<file path="src/rtl/dyt_mem_arbiter_pkg.sv">
// Shared types for the memory arbiter: word type, arbiter state encoding and grant owner.
// States use plain localparams so older tools and netlists keep the same encoding.
package dyt_mem_arbiter_pkg;

    typedef logic [31:0] word_t;

    typedef logic [1:0] arb_state_t;
    localparam arb_state_t IDLE   = 2'd0;
    localparam arb_state_t ACCESS = 2'd1;
    localparam arb_state_t RESP   = 2'd2;

    typedef enum logic {
        INSTR = 1'b0,
        DATA  = 1'b1
    } arb_grant_t;

endpackage

</file>
<file path="src/rtl/dyt_sram_if.sv">
// Bundle between the arbiter and the single-port SRAM.
// The cpu side drives address, write data and strobes; the sram side returns read data.
interface dyt_sram_if;
    import dyt_mem_arbiter_pkg::*;

    word_t sram_address;
    word_t sram_w_data;
    word_t sram_r_data;
    logic  sram_ren;
    logic  sram_wen;

    modport cpu (
        output sram_address,
        output sram_w_data,
        output sram_ren,
        output sram_wen,
        input  sram_r_data
    );

    modport sram (
        input  sram_address,
        input  sram_w_data,
        input  sram_ren,
        input  sram_wen,
        output sram_r_data
    );

endinterface

</file>
<file path="src/rtl/dyt_mem_arbiter.sv">
// Single-port SRAM arbiter: one access at a time, data port has fixed priority over fetch.
// Every output is a function of registered state, except loads which pass sram_r_data through.
module dyt_mem_arbiter
    import dyt_mem_arbiter_pkg::*;
#(
    parameter int unsigned READ_LATENCY = 1
) (
    input  logic           CLK,
    input  logic           nRST,
    input  logic           iren,
    input  word_t          iaddr,
    output logic           ihit,
    output word_t          iload,
    input  logic           dren,
    input  logic           dwen,
    input  word_t          daddr,
    input  word_t          dstore,
    output logic           dhit,
    output word_t          dload,
    dyt_sram_if.cpu        msif
);

    localparam logic [1:0] LAST_CNT = 2'(READ_LATENCY - 1);

    arb_state_t state_q, state_d;
    logic [1:0] cnt_q, cnt_d;
    arb_grant_t grant_q, grant_d;
    logic       wr_q, wr_d;
    word_t      addr_q, addr_d;
    word_t      wdata_q, wdata_d;

    always_comb begin
        state_d = state_q;
        cnt_d   = cnt_q;
        grant_d = grant_q;
        wr_d    = wr_q;
        addr_d  = addr_q;
        wdata_d = wdata_q;
        case (state_q)
            IDLE: begin
                // Write wins when dwen and dren arrive together.
                if (dwen || dren) begin
                    grant_d = DATA;
                    wr_d    = dwen;
                    addr_d  = daddr;
                    wdata_d = dstore;
                    cnt_d   = 2'd0;
                    state_d = ACCESS;
                end else if (iren) begin
                    grant_d = INSTR;
                    wr_d    = 1'b0;
                    addr_d  = iaddr;
                    cnt_d   = 2'd0;
                    state_d = ACCESS;
                end
            end
            ACCESS: begin
                if (wr_q) begin
                    state_d = RESP;
                end else if (cnt_q == LAST_CNT) begin
                    cnt_d   = 2'd0;
                    state_d = RESP;
                end else begin
                    cnt_d = cnt_q + 2'd1;
                end
            end
            RESP: begin
                state_d = IDLE;
            end
            default: begin
                state_d = IDLE;
            end
        endcase
    end

    always_ff @(posedge CLK or negedge nRST) begin
        if (!nRST) begin
            state_q <= IDLE;
            cnt_q   <= 2'd0;
            grant_q <= INSTR;
            wr_q    <= 1'b0;
            addr_q  <= '0;
            wdata_q <= '0;
        end else begin
            state_q <= state_d;
            cnt_q   <= cnt_d;
            grant_q <= grant_d;
            wr_q    <= wr_d;
            addr_q  <= addr_d;
            wdata_q <= wdata_d;
        end
    end

    assign msif.sram_address = addr_q;
    assign msif.sram_w_data  = wdata_q;
    assign msif.sram_wen     = (state_q == ACCESS) && wr_q;
    assign msif.sram_ren     = (state_q == ACCESS) && !wr_q;

    assign ihit  = (state_q == RESP) && (grant_q == INSTR);
    assign dhit  = (state_q == RESP) && (grant_q == DATA);
    assign iload = ihit ? msif.sram_r_data : '0;
    assign dload = (dhit && !wr_q) ? msif.sram_r_data : '0;

endmodule
</file>
<file path="src/flat_wrapper.sv">
// flat-port wrapper written by rule: the top's interface ports become plain ports
module dyt_mem_arbiter_flat import dyt_mem_arbiter_pkg::*;
#(
    parameter int unsigned READ_LATENCY = 1
)
  (CLK, nRST, iren, iaddr, ihit, iload, dren, dwen, daddr, dstore, dhit, dload, msif_sram_address, msif_sram_w_data, msif_sram_ren, msif_sram_wen, msif_sram_r_data);
  dyt_sram_if msif_i ();
  input  logic CLK;
  input  logic nRST;
  input  logic iren;
  input  word_t iaddr;
  output logic ihit;
  output word_t iload;
  input  logic dren;
  input  logic dwen;
  input  word_t daddr;
  input  word_t dstore;
  output logic dhit;
  output word_t dload;
  output wire logic [$bits(msif_i.sram_address)-1:0] msif_sram_address;
  output wire logic [$bits(msif_i.sram_w_data)-1:0] msif_sram_w_data;
  output wire logic [$bits(msif_i.sram_ren)-1:0] msif_sram_ren;
  output wire logic [$bits(msif_i.sram_wen)-1:0] msif_sram_wen;
  input wire logic [$bits(msif_i.sram_r_data)-1:0] msif_sram_r_data;
  assign msif_sram_address = msif_i.sram_address;
  assign msif_sram_w_data = msif_i.sram_w_data;
  assign msif_sram_ren = msif_i.sram_ren;
  assign msif_sram_wen = msif_i.sram_wen;
  assign msif_i.sram_r_data = msif_sram_r_data;
  dyt_mem_arbiter #(.READ_LATENCY(READ_LATENCY)) u_core (.CLK(CLK), .nRST(nRST), .iren(iren), .iaddr(iaddr), .ihit(ihit), .iload(iload), .dren(dren), .dwen(dwen), .daddr(daddr), .dstore(dstore), .dhit(dhit), .dload(dload), .msif(msif_i));
endmodule
</file>
<file path="config.mk">
export PLATFORM = sky130hd
export DESIGN_NAME = dyt_mem_arbiter_flat
export DESIGN_NICKNAME = d
export VERILOG_FILES = /design/src/rtl/dyt_mem_arbiter_pkg.sv /design/src/rtl/dyt_sram_if.sv /design/src/rtl/dyt_mem_arbiter.sv /design/src/flat_wrapper.sv
export SDC_FILE = /design/constraint.sdc
export NUM_CORES = 1
export LEC_CHECK = 0
export CORE_MARGIN = 3
export CORE_UTILIZATION = 31
export CTS_CLUSTER_SIZE = 14
export DETAILED_ROUTE_END_ITERATION = 6
export GPL_ROUTABILITY_DRIVEN = 1
export GPL_TIMING_DRIVEN = 0
export PLACE_DENSITY = 0.8
export REMOVE_ABC_BUFFERS = 1
export SYNTH_ARGS = -nofsm -noshare
export SYNTH_HDL_FRONTEND = slang
export SYNTH_SLANG_ARGS = --single-unit
</file>
<file path="constraint.sdc">
create_clock -name CLK -period 1.7 [get_ports CLK]
set_input_delay 0.51 -clock CLK [delete_from_list [all_inputs] [get_ports CLK]]
set_output_delay 0.51 -clock CLK [all_outputs]
set_load 0.02 [all_outputs]
</file>
**Yosys cells after proc, flatten, opt, wreduce, memory -nomap -nowiden**

Index checks and enable logic that the tools add are counted.

- Logic and storage cells: 45
- Input port bits: 133
- Register bits after elaboration: 70

- Multiplexer cells: 17
- Reductions and logical operators: 15
- Equality and inequality tests: 5
- Bitwise gates (word level): 1
- Add/subtract/negate cells: 1

Operators with widths:

| operator | count |
|---|---|
| 32-bit two-way mux | 4 |
| 2-bit two-way mux | 8 |
| 2-bit one-hot mux with 2 select lines | 2 |
| 2-bit AND reduction | 3 |
| 1-bit logical AND | 5 |
| 2-bit zero test | 2 |
| 2-bit nonzero test | 2 |
| 1-bit two-way mux | 3 |
| 3-bit by 1-bit inequality test with 1-bit output (second input constant) | 1 |
| 3-bit by 2-bit inequality test with 1-bit output (second input constant) | 1 |
| 3-bit AND reduction | 1 |
| 2-bit by 1-bit adder with 2-bit output (second input constant) | 1 |
| 2-bit by 1-bit equality test with 1-bit output (second input constant) | 1 |
| 2-bit equality test (second input constant) | 1 |
| 2-bit inequality test (second input constant) | 1 |
| 1-bit zero test | 1 |
| 1-bit logical OR | 1 |
| 1-bit inverter | 1 |

**Logic depth before layout (Yosys ltp)**

Gate-level depths: netlist (run 1).

- Word-level depth: 4
- Mapped depth: 5

**Worst setup path after synthesis (run 1)**

Ideal clock, no wire load.

- Kind: reg2out
- From: reg u_core.state_q[0]
- To: out iload[12]
- Slack: -0.219 ns
- Arrival: 1.409 ns
- Stages on the path, launching flop included: 4
- Required time: 1.190 ns
- Cell sequence: dfrtp_1 -> nor3b_1 -> clkbuf_1 -> and2_1

- Cells in the longest elaborated chain, start to end: 3

RTL lines:

| item | line | source |
|---|---|---|
| start, declared | dyt_mem_arbiter.sv:25 | `arb_state_t state_q, state_d;` |
| start signal, assigned | dyt_mem_arbiter.sv:85 | `state_q <= state_d;` |
| 2-bit equality test | dyt_mem_arbiter.sv:99 | `assign ihit = (state_q == RESP) && (grant_q == INSTR);` |
| 1-bit logical AND | dyt_mem_arbiter.sv:99 |  |
| net ihit | flat_wrapper.sv:12 | `output logic ihit;` |
| 32-bit two-way mux | dyt_mem_arbiter.sv:101 | `assign iload = ihit ? msif.sram_r_data : '0;` |
| end, declared | flat_wrapper.sv:13 | `output word_t iload;` |

The timed path passes the listed nets, and every way through them passes these cells.

**Worst setup path after layout (run 1)**

- From: reg u_core.state_q[0]
- To: out dload[1]

- Cells in the longest elaborated chain, start to end: 4

RTL lines:

| item | line | source |
|---|---|---|
| 2-bit equality test | dyt_mem_arbiter.sv:100 | `assign dhit = (state_q == RESP) && (grant_q == DATA);` |
| 1-bit logical AND | dyt_mem_arbiter.sv:100 |  |
| 1-bit logical AND | dyt_mem_arbiter.sv:102 | `assign dload = (dhit && !wr_q) ? msif.sram_r_data : '0;` |
| 32-bit two-way mux | dyt_mem_arbiter.sv:102 |  |
| end, declared | flat_wrapper.sv:19 | `output word_t dload;` |

No other way between the ends.

==> results of run 1 <==
-- state kept, by name, indices dropped and copies added (netlist names) --
name and flops:
u_core.grant_q 1, u_core.msif.sram_address 32, u_core.state_q 2, u_core.wr_q 1, u_core.msif.sram_w_data 32, u_core.cnt_q 2
-- cell usage after synthesis --
cell and instances:
sky130_fd_sc_hd__and3b_1 1, sky130_fd_sc_hd__mux2_2 70, sky130_fd_sc_hd__buf_12 2, sky130_fd_sc_hd__o2bb2ai_1 2, sky130_fd_sc_hd__or2_1 1, sky130_fd_sc_hd__or2_2 1
sky130_fd_sc_hd__buf_2 3, sky130_fd_sc_hd__mux2_4 26, sky130_fd_sc_hd__buf_6 5, sky130_fd_sc_hd__and3_1 32, sky130_fd_sc_hd__and2_1 32, sky130_fd_sc_hd__nor2_1 6
sky130_fd_sc_hd__clkbuf_1 9, sky130_fd_sc_hd__a22o_1 1, sky130_fd_sc_hd__nand2b_1 1, sky130_fd_sc_hd__dfrtp_1 70, sky130_fd_sc_hd__nor3_1 1, sky130_fd_sc_hd__o21a_1 1
sky130_fd_sc_hd__nand2_1 3, sky130_fd_sc_hd__o21ai_0 3, sky130_fd_sc_hd__nor3b_1 1, sky130_fd_sc_hd__ha_1 2, sky130_fd_sc_hd__inv_1 3
-- layer usage --
layer	vias to the layer above	routed length (um)
met5	-	0
met2	178	7717
met3	22	1201
li1	1580	-
met4	0	322
met1	1709	5045
-- worst paths after layout --
| path | endpoint | slack, ns |
|---|---|---|
| max | dload[1] | -0.38 |
| min | u_core.msif.sram_address[29]$_DFFE_PN0P_ | 0.31 |
| min reg2reg | u_core.msif.sram_address[26]$_DFFE_PN0P_ | 0.50 |
| min in group CLK | u_core.msif.sram_address[26]$_DFFE_PN0P_ | 0.50 |
| max reg2reg | u_core.msif.sram_address[11]$_DFFE_PN0P_ | -0.03 |
| max in group asynchronous | u_core.wr_q$_DFFE_PN0P_ | 0.74 |
-- stage by stage --
step	hold slack, ns	setup TNS [ns]	power [mW]	setup WS (ns)	instance area, um2
after floorplan	0.2144	-86.82	6.200	-1.171	3490
after global placement	0.4874	-348.03	8.956	-2.247	6307
after detailed placement	0.4932	-116.24	9.108	-1.117	6350
after CTS	0.3428	-19.71	11.69	-0.3391	7209
after global routing	0.3959	-25.00	12.49	-0.4153	7433
final	0.3061	-20.85	11.90	-0.3788	7433
-- repair_timing --
item,4_1_cts,5_1_grt
hold buffers,0,0
endpoints found under the setup margin,196,89
gates cloned,10,2
buffers inserted,27,7
pin swaps,43,12
gates resized for setup,540,42
-- cells by family (layout without fill, tap and decap cells) --
logic type | count (synthesis) | after routing
multiplexers | 96 | 96
AND/OR/NAND/NOR | 79 | 84
flip-flops | 70 | 70
buffers and inverters | 22 | 324
AO/OA/AOI/OAI | 7 | 7
adder cells (fa/ha/maj) | 2 | 2
-- cells in the final DEF (no fill, tap or decap), types with 5 or more instances in the layout --
master / instances
sky130_fd_sc_hd__clkdlybuf4s50_1: 129
sky130_fd_sc_hd__buf_6: 84
sky130_fd_sc_hd__mux2_2: 69
sky130_fd_sc_hd__dfrtp_1: 66
sky130_fd_sc_hd__dlygate4sd2_1: 64
sky130_fd_sc_hd__and2_4: 31
sky130_fd_sc_hd__mux2_4: 27
sky130_fd_sc_hd__and3_4: 26
sky130_fd_sc_hd__buf_4: 18
sky130_fd_sc_hd__clkbuf_16: 10
sky130_fd_sc_hd__and3_1: 6
sky130_fd_sc_hd__clkinvlp_4: 5
sky130_fd_sc_hd__nor2_4: 5
sky130_fd_sc_hd__buf_12: 5
-- power by group --
| part | switching (mW) | internal, mW |
|---|---|---|
| sequential | 0.482 | 2.52 |
| clock | 0.698 | 1.32 |
| combinational | 3.25 | 3.62 |
-- worst max-delay path: cells and delay by family, from the launching register on --
kind | cells | cell delay, ns
buffers and inverters | 2 | 0.25
DFF | 1 | 0.46
and+or+nand+nor | 2 | 0.54
-- cell type report --
type                            instances  area share, %
Timing Repair Buffer                  304          41.51
Multi-Input combinational cell        189          27.82
Tap cell                              140          2.357
Inverter                                3         0.2020
Timing Repair inverter                  1         0.1010
Clock inverter                          5          1.111
Clock buffer                           11          3.265
Sequential cell                        70          23.63
==> run summary, run 1 <==
LOGIC SYNTHESIS
------------------------------------------------------------------------------------
Cell count after synthesis ............................................          276
Total standard cell area after synthesis ..............................     3635 um2
Total of flip-flops plus latches after synthesis ......................           70
Combinational family with the most area after synthesis ............... multiplexers
Synthesized-area fraction occupied by and/or/nand/nor cells ...........       13.05%
Cell types with the largest area share after synthesis ................ sky130_fd_sc_hd__dfrtp_1 48%, sky130_fd_sc_hd__mux2_2 22%, sky130_fd_sc_hd__mux2_4 11%
Parity-gate share of the synthesized area counting xor and xnor cells .           0%
Share of cell area taken by muxes after synthesis .....................       32.43%
Share of the synthesized area in the top cell type ....................       48.19%
Synth Area in Compound Gates ..........................................       1.343%
Synthesized-area fraction occupied by adder cells .....................      0.6885%
Cell taking the most area after synthesis ............................. sky130_fd_sc_hd__dfrtp_1
Syn. warnings .........................................................            0
Average footprint of a synthesized cell ...............................    13.17 um2
Yosys cell types ......................................................           23
Register area share after synthesis ...................................       48.19%

TIMING
------------------------------------------------------------------------------------
Max-Slew Margin vs Limit ..............................................       39.50%
Transition at the pin with the smallest max-transition slack ..........    0.9074 ns
Final-report hold violation count .....................................            0
RSZ-0062 raised after global routing ..................................          yes
Final period demand of the worst path .................................     2.079 ns
Period utilisation layout .............................................       122.3%
Max Fclk ..............................................................    481.1 MHz
Final Worst Setup Slack ...............................................   -0.3788 ns
Count of pins over their slew limit ...................................            0
Maximum clock skew at final layout ....................................  0.008828 ns
Number of failing setup endpoints in the final timing report ..........           81

RUN STATUS
------------------------------------------------------------------------------------
Status ................................................................ complete, but fails checks
Violations in the final reports ....................................... negative setup slack

GLOBAL ROUTING
------------------------------------------------------------------------------------
Via count of the first global-routing pass ............................        3,969
Most crowded layer after global routing ...............................         met2
First-pass GRT wire length ............................................    20,710 um
Met1 capacity usage during global routing .............................       20.19%
Overall global routing resource usage .................................       20.53%
Pin count of the biggest net entering global routing ..................           71
Global routing met2 resource utilization ..............................       39.97%
Remaining Overflow, GRT ...............................................            0
Initial antenna violation count .......................................            0
GR Util met3 ..........................................................       6.184%

WORST SETUP PATH
------------------------------------------------------------------------------------
Reg-to-Reg Start ...................................................... u_core.state_q[0]$_DFFE_PN0P_
Startpoint type of the worst setup path ...............................    flip-flop
Worst path cell trace ................................................. and3b_2 > buf_6 > and3_4 > buf_6
Depth of the worst register-to-register path ..........................            7
Cell with the biggest individual delay on the critical path ........... sky130_fd_sc_hd__dfrtp_2
Cell repeated most along the worst path ............................... sky130_fd_sc_hd__buf_6
Kind of critical path ................................................. flip-flop to output pin
Kind of capture point of the worst setup path .........................   output pin
Critical path required time ...........................................      1.19 ns
Arrival time of the worst setup path ..................................      1.57 ns
Crit. Startpoint ...................................................... u_core.state_q[0]$_DFFE_PN0P_
CP Max Fanout .........................................................            7
Delay contributed by the slowest stage of the critical path ...........      0.46 ns

PLACED DESIGN
------------------------------------------------------------------------------------
Count of input and output buffers .....................................          264
Final RePlAce weighted congestion .....................................       0.7880
HPWL reported at the end of detailed placement ........................      9132 um
Placed cells ..........................................................          663

FLOORPLANNING
------------------------------------------------------------------------------------
Effective utilization at floorplan ....................................       32.67%
Vertical die dimension ................................................     114.3 um
Area of the placeable core ............................................   11,130 um2
I/O pin count .........................................................          265
X dimension of the die ................................................     114.3 um
Row cnt ...............................................................           38
Total Die Area ........................................................   13,060 um2

ROUTE
------------------------------------------------------------------------------------
Vias after detailed routing ...........................................        3,489
DR WL/cell ............................................................     19.76 um
Avg Vias per Cell .....................................................        4.826
Number of detailed-routing iterations run before antenna repair .......            4
DRC violation total after the first TritonRoute iteration .............          142
Detail Route Antenna Nets .............................................            0
Post-route DRC ........................................................            0
Final wirelength ......................................................    14,290 um

FINISH
------------------------------------------------------------------------------------
Fin util ..............................................................       66.81%
Count of placed standard cells in the final layout, fillers left out ..          723
Fraction of final layout cells with drive strength greater than 1 .....       51.63%
Number of inserted diodes .............................................            0
Filler cells ..........................................................          843
Area of the multi-input gates .........................................     2068 um2
Area of all sequential standard cells .................................     1757 um2
Relative area change from synthesis to final layout ...................       104.5%
Final nets ............................................................          713

CLOCKING
------------------------------------------------------------------------------------
Clock tree root driver cell ........................................... sky130_fd_sc_hd__clkbuf_16
CTS clock-pin slew for the worst setup and hold paths .................      0.05 ns
TritonCTS clock tree ..................................................          yes
Max H-tree Level ......................................................            3
Number of buffers created by CTS ......................................            9
Number of sinks on the clock net ......................................           70
Buffer depth of the longest clock path ................................            2
Clock network latency to the later pin of the worst-skew pair .........      0.33 ns

POWER
------------------------------------------------------------------------------------
Max VDD drop ..........................................................    0.8656 mV
Total power per unit cell area ........................................  1600 nW/um2
Leakage power .........................................................     3.349 nW

HOLD PATH
------------------------------------------------------------------------------------
Path type of the worst min-delay path ................................. input pin to async pin

JOB
------------------------------------------------------------------------------------
Max-capacitance violation count .......................................            0

No activity file was read; power rests on OpenSTA's default activity.
==> inputs of run 2 (changes only) <==
--- a/config.mk
+++ b/config.mk
@@ -13,6 +13,7 @@
 export GPL_TIMING_DRIVEN = 0
 export PLACE_DENSITY = 0.8
 export REMOVE_ABC_BUFFERS = 1
+export SLEW_MARGIN = 25
 export SYNTH_ARGS = -nofsm -noshare
 export SYNTH_HDL_FRONTEND = slang
 export SYNTH_SLANG_ARGS = --single-unit
==> run 2 against run 1 <==
The run still ends with negative setup slack left. Clock power is 14% lower. Combinational power decreased by 8.0%. Final cell count shrank 1.4%. Sequential cell count is the same. Design area down 3.6%. Non-clock buffer count fell by 9. Critical path type unchanged. Critical endpoint is now dload[26]. Largest power group unchanged.
==> run summary, run 2 (synthesized netlist as in run 1, its figures left out) <==
FLOORPLANNING
-------------------------------------------------------------------------------------
Row cnt ................................................................           38   unchanged
Area of the placeable core .............................................   11,130 um2   unchanged
I/O pin count ..........................................................          265   unchanged
Effective utilization at floorplan .....................................       32.67%   unchanged
Total Die Area .........................................................   13,060 um2   unchanged
X dimension of the die .................................................     114.3 um   unchanged
Vertical die dimension .................................................     114.3 um   unchanged

WORST SETUP PATH
-------------------------------------------------------------------------------------
Depth of the worst register-to-register path ...........................            5   was 7
Critical path required time ............................................      1.19 ns   about the same
Reg-to-Reg Start ....................................................... u_core.state_q[1]$_DFFE_PN0P_   was u_core.state_q[0]$_DFFE_PN0P_
Delay contributed by the slowest stage of the critical path ............      0.46 ns   about the same
Kind of capture point of the worst setup path ..........................   output pin   unchanged
Startpoint type of the worst setup path ................................    flip-flop   unchanged
Worst path cell trace .................................................. and3b_2 > buf_6 > buf_6 > and3_4 > buf_6   was and3b_2 > buf_6 > and3_4 > buf_6
CP delay by family, top ................................................ simple AND/OR/NAND/NOR gates   unchanged
Worst r2r dst .......................................................... u_core.msif.sram_address[27]$_DFFE_PN0P_   was u_core.msif.sram_address[11]$_DFFE_PN0P_
Kind of critical path .................................................. flip-flop to output pin   unchanged
Cell with the biggest individual delay on the critical path ............ sky130_fd_sc_hd__dfrtp_2   unchanged
Worst R2R Setup Slack ..................................................     -0.17 ns   was -0.03 ns
Cell repeated most along the worst path ................................ sky130_fd_sc_hd__buf_6   unchanged
Arrival time of the worst setup path ...................................      1.58 ns   was 1.57 ns
Buf/Inv on CP ..........................................................            3   was 2
CP Max Fanout ..........................................................            8   was 7

FINISH
-------------------------------------------------------------------------------------
Relative area change from synthesis to final layout ....................       97.21%   was 104.5%
Final nets .............................................................          703   was 713
Area of the multi-input gates ..........................................     1979 um2   was 2068 um2
Most frequent standard cell in the layout excluding fill and tap cells . sky130_fd_sc_hd__clkdlybuf4s50_1   unchanged
Fin util ...............................................................       64.43%   was 66.81%
Fraction of final layout cells with drive strength greater than 1 ......       47.99%   was 51.63%
Count of placed standard cells in the final layout, fillers left out ...          713   was 723
Number of inserted diodes ..............................................            0   unchanged
Area of all sequential standard cells ..................................     1757 um2   unchanged
Commonest non-fill, non-tap cells in the layout ........................ 129 x sky130_fd_sc_hd__clkdlybuf4s50_1, 70 x sky130_fd_sc_hd__mux2_2, 70 x sky130_fd_sc_hd__buf_6, 66 x sky130_fd_sc_hd__dlygate4sd2_1, 66 x sky130_fd_sc_hd__dfrtp_1   was 129 x sky130_fd_sc_hd__clkdlybuf4s50_1, 84 x sky130_fd_sc_hd__buf_6, 69 x sky130_fd_sc_hd__mux2_2, 66 x sky130_fd_sc_hd__dfrtp_1, 64 x sky130_fd_sc_hd__dlygate4sd2_1
Filler cells ...........................................................          870   was 843

TIMING
-------------------------------------------------------------------------------------
Period utilisation layout ..............................................       122.7%   was 122.3%
Number of failing setup endpoints in the final timing report ...........          132   was 81
Worst Hold Slack .......................................................    0.1048 ns   was 0.3061 ns
Maximum clock skew at final layout .....................................  0.006856 ns   was 0.008828 ns
Final Worst Setup Slack ................................................   -0.3860 ns   was -0.3788 ns
RSZ-0062 raised after global routing ...................................          yes   unchanged
Transition at the pin with the smallest max-transition slack ...........    0.4504 ns   was 0.9074 ns
Final period demand of the worst path ..................................     2.086 ns   was 2.079 ns
Max Fclk ...............................................................    479.4 MHz   was 481.1 MHz
Final-report hold violation count ......................................            0   unchanged
Count of pins over their slew limit ....................................            0   unchanged
Max-Slew Margin vs Limit ...............................................       69.86%   was 39.50%

CLOCKING
-------------------------------------------------------------------------------------
CTS clock-pin slew for the worst setup and hold paths ..................      0.06 ns   was 0.05 ns
Max H-tree Level .......................................................            3   unchanged
TritonCTS clock tree ...................................................          yes   unchanged
Buffer depth of the longest clock path .................................            2   unchanged
Number of sinks on the clock net .......................................           70   unchanged
Number of buffers created by CTS .......................................            9   unchanged
Clock network latency to the later pin of the worst-skew pair ..........      0.32 ns   was 0.33 ns
Total of hold buffers inserted after clock tree synthesis ..............            0   unchanged
Clock tree root driver cell ............................................ sky130_fd_sc_hd__clkbuf_16   unchanged

RUN STATUS
-------------------------------------------------------------------------------------
Violations in the final reports ........................................ negative setup slack   unchanged
Status ................................................................. complete, but fails checks   unchanged

ROUTE
-------------------------------------------------------------------------------------
Avg Vias per Cell ......................................................        4.832   was 4.826
DR WL/cell .............................................................     18.95 um   was 19.76 um
Detail Route Antenna Nets ..............................................            0   unchanged
Post-route DRC .........................................................            0   unchanged
Vias after detailed routing ............................................        3,445   was 3,489
Final wirelength .......................................................    13,510 um   was 14,290 um
Number of detailed-routing iterations run before antenna repair ........            4   unchanged
DRC violation total after the first TritonRoute iteration ..............          103   was 142

JOB
-------------------------------------------------------------------------------------
Max-capacitance violation count ........................................            0   unchanged

POWER
-------------------------------------------------------------------------------------
Share of power burned in the clock network .............................        15.8%   was 17.0%
Design internal power ..................................................     6.799 mW   was 7.462 mW
Part of the power in registers .........................................        27.0%   was 25.2%
Total power per unit cell area .........................................  1542 nW/um2   was 1600 nW/um2
Leakage power ..........................................................     3.258 nW   was 3.349 nW
Sw frac ................................................................       38.49%   was 37.27%
Logic gate share of total power ........................................        57.2%   was 57.8%
Total power draw .......................................................     11.05 mW   was 11.90 mW
Max VDD drop ...........................................................    0.8145 mV   was 0.8656 mV
Switch Pwr .............................................................     4.254 mW   was 4.433 mW

PLACED DESIGN
-------------------------------------------------------------------------------------
HPWL reported at the end of detailed placement .........................      9257 um   was 9132 um
Final RePlAce weighted congestion ......................................       0.7880   unchanged
Count of input and output buffers ......................................          264   unchanged
Placed cells ...........................................................          665   was 663

GLOBAL ROUTING
-------------------------------------------------------------------------------------
Remaining Overflow, GRT ................................................            0   unchanged
First-pass GRT wire length .............................................    20,070 um   was 20,710 um
Via count of the first global-routing pass .............................        3,829   was 3,969
Pin count of the biggest net entering global routing ...................           45   was 71
Initial antenna violation count ........................................            0   unchanged
Overall global routing resource usage ..................................       19.83%   was 20.53%

HOLD PATH
-------------------------------------------------------------------------------------
Path type of the worst min-delay path .................................. input pin to async pin   unchanged

run 2: cell type report:
type	count	share of cell area [%]
timing repair buffer	295	41.14
multi-input combinational	188	27.61
sequential	70	24.51
clock buffer	10	3.334
tap	140	2.444
clock inverter	6	0.6458
inverter	3	0.2095
timing repair inverter	1	0.1047
run 2: repair_timing:
item,CTS,global route
hold endpoints to repair,0,0
gates cloned,8,0
resized for setup,520,18
pin swaps,33,8
buffers inserted,24,0
setup endpoints to repair,197,135
run 2: stage by stage:
step / setup slack (ns) / setup TNS [ns] / instance area (um2)
finish: -0.3860 / -27.42 / 7168
global route: -0.4574 / -40.34 / 7168
CTS: -0.3593 / -27.12 / 7101
detailed placement: -0.9109 / -96.20 / 6392
global placement: -2.247 / -348.03 / 6307
floorplan: -1.171 / -86.82 / 3490
run 2: power by group through the flow:
stage	registers, mW	logic [mW]	clock network (mW)
6_report	2.99	6.32	1.74
5_1_grt	3.11	6.67	1.87
4_1_cts	3.00	6.28	1.80
3_5_place_dp	2.98	6.13	0
3_3_place_gp	2.93	6.02	0
2_1_floorplan	3.91	2.28	0
run 2: worst max-delay path by stage:
stage	startpoint	to	slack, ns	cells past startpoint
2_1_floorplan	u_core.state_q[0]$_DFFE_PN0P_	iload[0]	-1.17	2
3_3_place_gp	nRST	u_core.msif.sram_w_data[31]$_DFFE_PN0P_	-2.25	1
3_5_place_dp	u_core.state_q[0]$_DFFE_PN0P_	dload[13]	-0.91	3
4_1_cts	u_core.state_q[0]$_DFFE_PN0P_	dload[13]	-0.36	4
5_1_grt	u_core.state_q[0]$_DFFE_PN0P_	iload[26]	-0.46	5
6_report	u_core.state_q[0]$_DFFE_PN0P_	dload[26]	-0.39	5
run 2: per-layer routing:
layer / vias to the layer above / GRT usage [%] / wire length (um)
met4: 0 / 7.759 / 382
met1: 1683 / 19.33 / 4586
met5: - / 0 / 0
li1: 1557 / - / -
met2: 177 / 38.37 / 7298
met3: 28 / 6.237 / 1244
==> inputs of run 3 (changes only) <==
--- a/config.mk
+++ b/config.mk
@@ -5,13 +5,14 @@
 export SDC_FILE = /design/constraint.sdc
 export NUM_CORES = 1
 export LEC_CHECK = 0
+export CELL_PAD_IN_SITES_DETAIL_PLACEMENT = 0
+export CELL_PAD_IN_SITES_GLOBAL_PLACEMENT = 1
 export CORE_MARGIN = 3
-export CORE_UTILIZATION = 31
+export CORE_UTILIZATION = 23
 export CTS_CLUSTER_SIZE = 14
 export DETAILED_ROUTE_END_ITERATION = 6
-export GPL_ROUTABILITY_DRIVEN = 1
 export GPL_TIMING_DRIVEN = 0
-export PLACE_DENSITY = 0.8
+export PLACE_DENSITY = 0.81
 export REMOVE_ABC_BUFFERS = 1
 export SLEW_MARGIN = 25
 export SYNTH_ARGS = -nofsm -noshare
==> run 3 against run 2 <==
The run still ends with negative setup slack left. Count of clock-buffer cells in the layout rose by 1. Clock power about the same. Worst setup slack got worse by 0.10 ns. Sequential share of layout area is 0.47 points lower. Critical endpoint is now iload[22]. Largest power group unchanged. Highest routed layer unchanged.
==> run summary, run 3 (synthesized netlist as in run 1, its figures left out) <==
ROUTE
-------------------------------------------------------------------------------------
Avg Vias per Cell ......................................................        4.351   was 4.832
Vias after detailed routing ............................................        3,424   was 3,445
Post-route DRC .........................................................            0   unchanged
Number of detailed-routing iterations run before antenna repair ........            4   unchanged
Detail Route Antenna Nets ..............................................            0   unchanged
DR WL/cell .............................................................     17.22 um   was 18.95 um
DRC violation total after the first TritonRoute iteration ..............           65   was 103
Final wirelength .......................................................    13,550 um   was 13,510 um

CLOCKING
-------------------------------------------------------------------------------------
Number of sinks on the clock net .......................................           70   unchanged
TritonCTS clock tree ...................................................          yes   unchanged
Buffer depth of the longest clock path .................................            2   unchanged
Clock network latency to the later pin of the worst-skew pair ..........      0.33 ns   was 0.32 ns
CTS clock-pin slew for the worst setup and hold paths ..................      0.05 ns   was 0.06 ns
Number of buffers created by CTS .......................................            9   unchanged
Max H-tree Level .......................................................            3   unchanged
Total of hold buffers inserted after clock tree synthesis ..............            0   unchanged
Clock tree root driver cell ............................................ sky130_fd_sc_hd__clkbuf_16   unchanged

GLOBAL ROUTING
-------------------------------------------------------------------------------------
Overall global routing resource usage ..................................       15.43%   was 19.83%
Via count of the first global-routing pass .............................        3,854   was 3,829
Remaining Overflow, GRT ................................................            0   unchanged
First-pass GRT wire length .............................................    21,300 um   was 20,070 um
Initial antenna violation count ........................................            0   unchanged
Pin count of the biggest net entering global routing ...................           39   was 45

PLACED DESIGN
-------------------------------------------------------------------------------------
Final RePlAce weighted congestion ......................................       0.8318   was 0.7880
Count of input and output buffers ......................................          264   unchanged
HPWL reported at the end of detailed placement .........................      9242 um   was 9257 um

FLOORPLANNING
-------------------------------------------------------------------------------------
Vertical die dimension .................................................     131.7 um   was 114.3 um
Area of the placeable core .............................................   15,310 um2   was 11,130 um2
Effective utilization at floorplan .....................................       23.73%   was 32.67%
X dimension of the die .................................................     131.7 um   was 114.3 um
I/O pin count ..........................................................          265   unchanged
Row cnt ................................................................           45   was 38
Total Die Area .........................................................   17,350 um2   was 13,060 um2

WORST SETUP PATH
-------------------------------------------------------------------------------------
Cell with the biggest individual delay on the critical path ............ sky130_fd_sc_hd__dfrtp_2   unchanged
Critical path required time ............................................      1.19 ns   about the same
CP Max Fanout ..........................................................            6   was 8
Worst path cell trace .................................................. nor3b_4 > buf_6 > buf_4 > and2_1 > buf_6   was and3b_2 > buf_6 > buf_6 > and3_4 > buf_6
Startpoint type of the worst setup path ................................    flip-flop   unchanged
Delay contributed by the slowest stage of the critical path ............      0.47 ns   was 0.46 ns
Cell repeated most along the worst path ................................ sky130_fd_sc_hd__buf_6   unchanged
Kind of critical path .................................................. flip-flop to output pin   unchanged
CP delay by family, top ................................................   flip-flops   was simple AND/OR/NAND/NOR gates
Kind of capture point of the worst setup path ..........................   output pin   unchanged
Arrival time of the worst setup path ...................................      1.68 ns   was 1.58 ns
Buf/Inv on CP ..........................................................            3   unchanged

TIMING
-------------------------------------------------------------------------------------
Maximum clock skew at final layout .....................................  0.004739 ns   was 0.006856 ns
Final-report hold violation count ......................................            0   unchanged
Max Fclk ...............................................................    456.9 MHz   was 479.4 MHz
Number of failing setup endpoints in the final timing report ...........          121   was 132
Fin Setup TNS ..........................................................    -27.15 ns   was -27.42 ns
RSZ-0062 raised after global routing ...................................          yes   unchanged
Final Worst Setup Slack ................................................   -0.4888 ns   was -0.3860 ns
Transition at the pin with the smallest max-transition slack ...........    0.4494 ns   was 0.4504 ns
Final period demand of the worst path ..................................     2.189 ns   was 2.086 ns
Count of pins over their slew limit ....................................            0   unchanged
Max-Slew Margin vs Limit ...............................................       70.04%   was 69.86%
Period utilisation layout ..............................................       128.8%   was 122.7%

FINISH
-------------------------------------------------------------------------------------
Fin util ...............................................................       47.73%   was 64.43%
Fraction of final layout cells with drive strength greater than 1 ......       47.57%   was 47.99%
Area of all sequential standard cells ..................................     1757 um2   unchanged
Relative area change from synthesis to final layout ....................       101.1%   was 97.21%
Commonest non-fill, non-tap cells in the layout ........................ 129 x sky130_fd_sc_hd__clkdlybuf4s50_1, 80 x sky130_fd_sc_hd__buf_6, 70 x sky130_fd_sc_hd__mux2_2, 66 x sky130_fd_sc_hd__dlygate4sd2_1, 66 x sky130_fd_sc_hd__dfrtp_1   was 129 x sky130_fd_sc_hd__clkdlybuf4s50_1, 70 x sky130_fd_sc_hd__mux2_2, 70 x sky130_fd_sc_hd__buf_6, 66 x sky130_fd_sc_hd__dlygate4sd2_1, 66 x sky130_fd_sc_hd__dfrtp_1
Number of inserted diodes ..............................................            0   unchanged
Filler cells ...........................................................        1,343   was 870
Most frequent standard cell in the layout excluding fill and tap cells . sky130_fd_sc_hd__clkdlybuf4s50_1   unchanged
Final nets .............................................................          707   was 703
Area of the multi-input gates ..........................................     1967 um2   was 1979 um2

RUN STATUS
-------------------------------------------------------------------------------------
Status ................................................................. complete, but fails checks   unchanged
Violations in the final reports ........................................ negative setup slack   unchanged

POWER
-------------------------------------------------------------------------------------
Total power per unit cell area .........................................  1520 nW/um2   was 1542 nW/um2
Leakage power ..........................................................     3.273 nW   was 3.258 nW
Total power draw .......................................................     11.11 mW   was 11.05 mW
Max VDD drop ...........................................................    0.6750 mV   was 0.8145 mV

JOB
-------------------------------------------------------------------------------------
Max-capacitance violation count ........................................            0   unchanged

HOLD PATH
-------------------------------------------------------------------------------------
Path type of the worst min-delay path .................................. input pin to async pin   unchanged

run 3: worst paths after layout:
path	cells after the start	startpoint	to	slack, ns
worst max-delay path	5	u_core.grant_q$_DFFE_PN0P_	iload[22]	-0.49
worst min-delay path	1	nRST	u_core.msif.sram_address[25]$_DFFE_PN0P_	0.12
worst max register to register	4	u_core.state_q[0]$_DFFE_PN0P_	u_core.msif.sram_address[25]$_DFFE_PN0P_	-0.08
worst min register to register	1	u_core.msif.sram_w_data[0]$_DFFE_PN0P_	u_core.msif.sram_w_data[0]$_DFFE_PN0P_	0.50
max in group asynchronous	2	nRST	u_core.state_q[0]$_DFFE_PN0P_	1.01
min in group CLK	1	u_core.msif.sram_w_data[0]$_DFFE_PN0P_	u_core.msif.sram_w_data[0]$_DFFE_PN0P_	0.50
run 3: layout make-up:
cell class | count | share of cell area, %
multi-input combinational | 187 | 26.91
clock inverter | 4 | 0.3081
sequential | 70 | 24.03
timing repair buffer | 300 | 41.37
timing repair inverter | 1 | 0.1027
clock buffer | 11 | 3.458
inverter | 3 | 0.2054
tap | 211 | 3.612
run 3: worst register-to-register path: stages (launching register included):
cell	delay (ns)
sky130_fd_sc_hd__dfrtp_2	0.47
sky130_fd_sc_hd__nor2_1	0.39
sky130_fd_sc_hd__o21a_4	0.24
sky130_fd_sc_hd__buf_12	0.20
sky130_fd_sc_hd__mux2_2	0.37
run 3: routing by layer:
layer | GRT usage [%] | part of all wire, % | up-vias
met1 | 16.22 | 36 | 1650
met3 | 6.662 | 9.3 | 29
met2 | 27.51 | 51 | 183
li1 | - | - | 1562
met5 | 0 | 0 | -
met4 | 5.543 | 3.3 | 0
run 3: metrics by stage:
step	cell area [um2]	worst slack, ns	hold WS, ns	instances
3_3_place_gp	6396	-2.259	0.4879	732
5_1_grt	7310	-0.5218	0.1406	787
2_1_floorplan	3490	-1.171	0.2144	257
6_report	7310	-0.4888	0.1243	787
3_5_place_dp	6485	-1.046	0.4920	737
4_1_cts	7152	-0.4499	0.1279	786
run 3: what timing repair did:
action,4_1_cts,5_1_grt
cloned,7,0
gates resized for setup,506,40
setup endpoints to repair,197,132
pin swaps,18,5
setup buffers,27,3
run 3: where the power goes:
group	leakage, nW	switching [mW]	internal (mW)	total, mW
combinational	2.32	3.09	3.31	6.40
clock	0.137	0.657	1.05	1.71
sequential	0.817	0.486	2.52	3.00
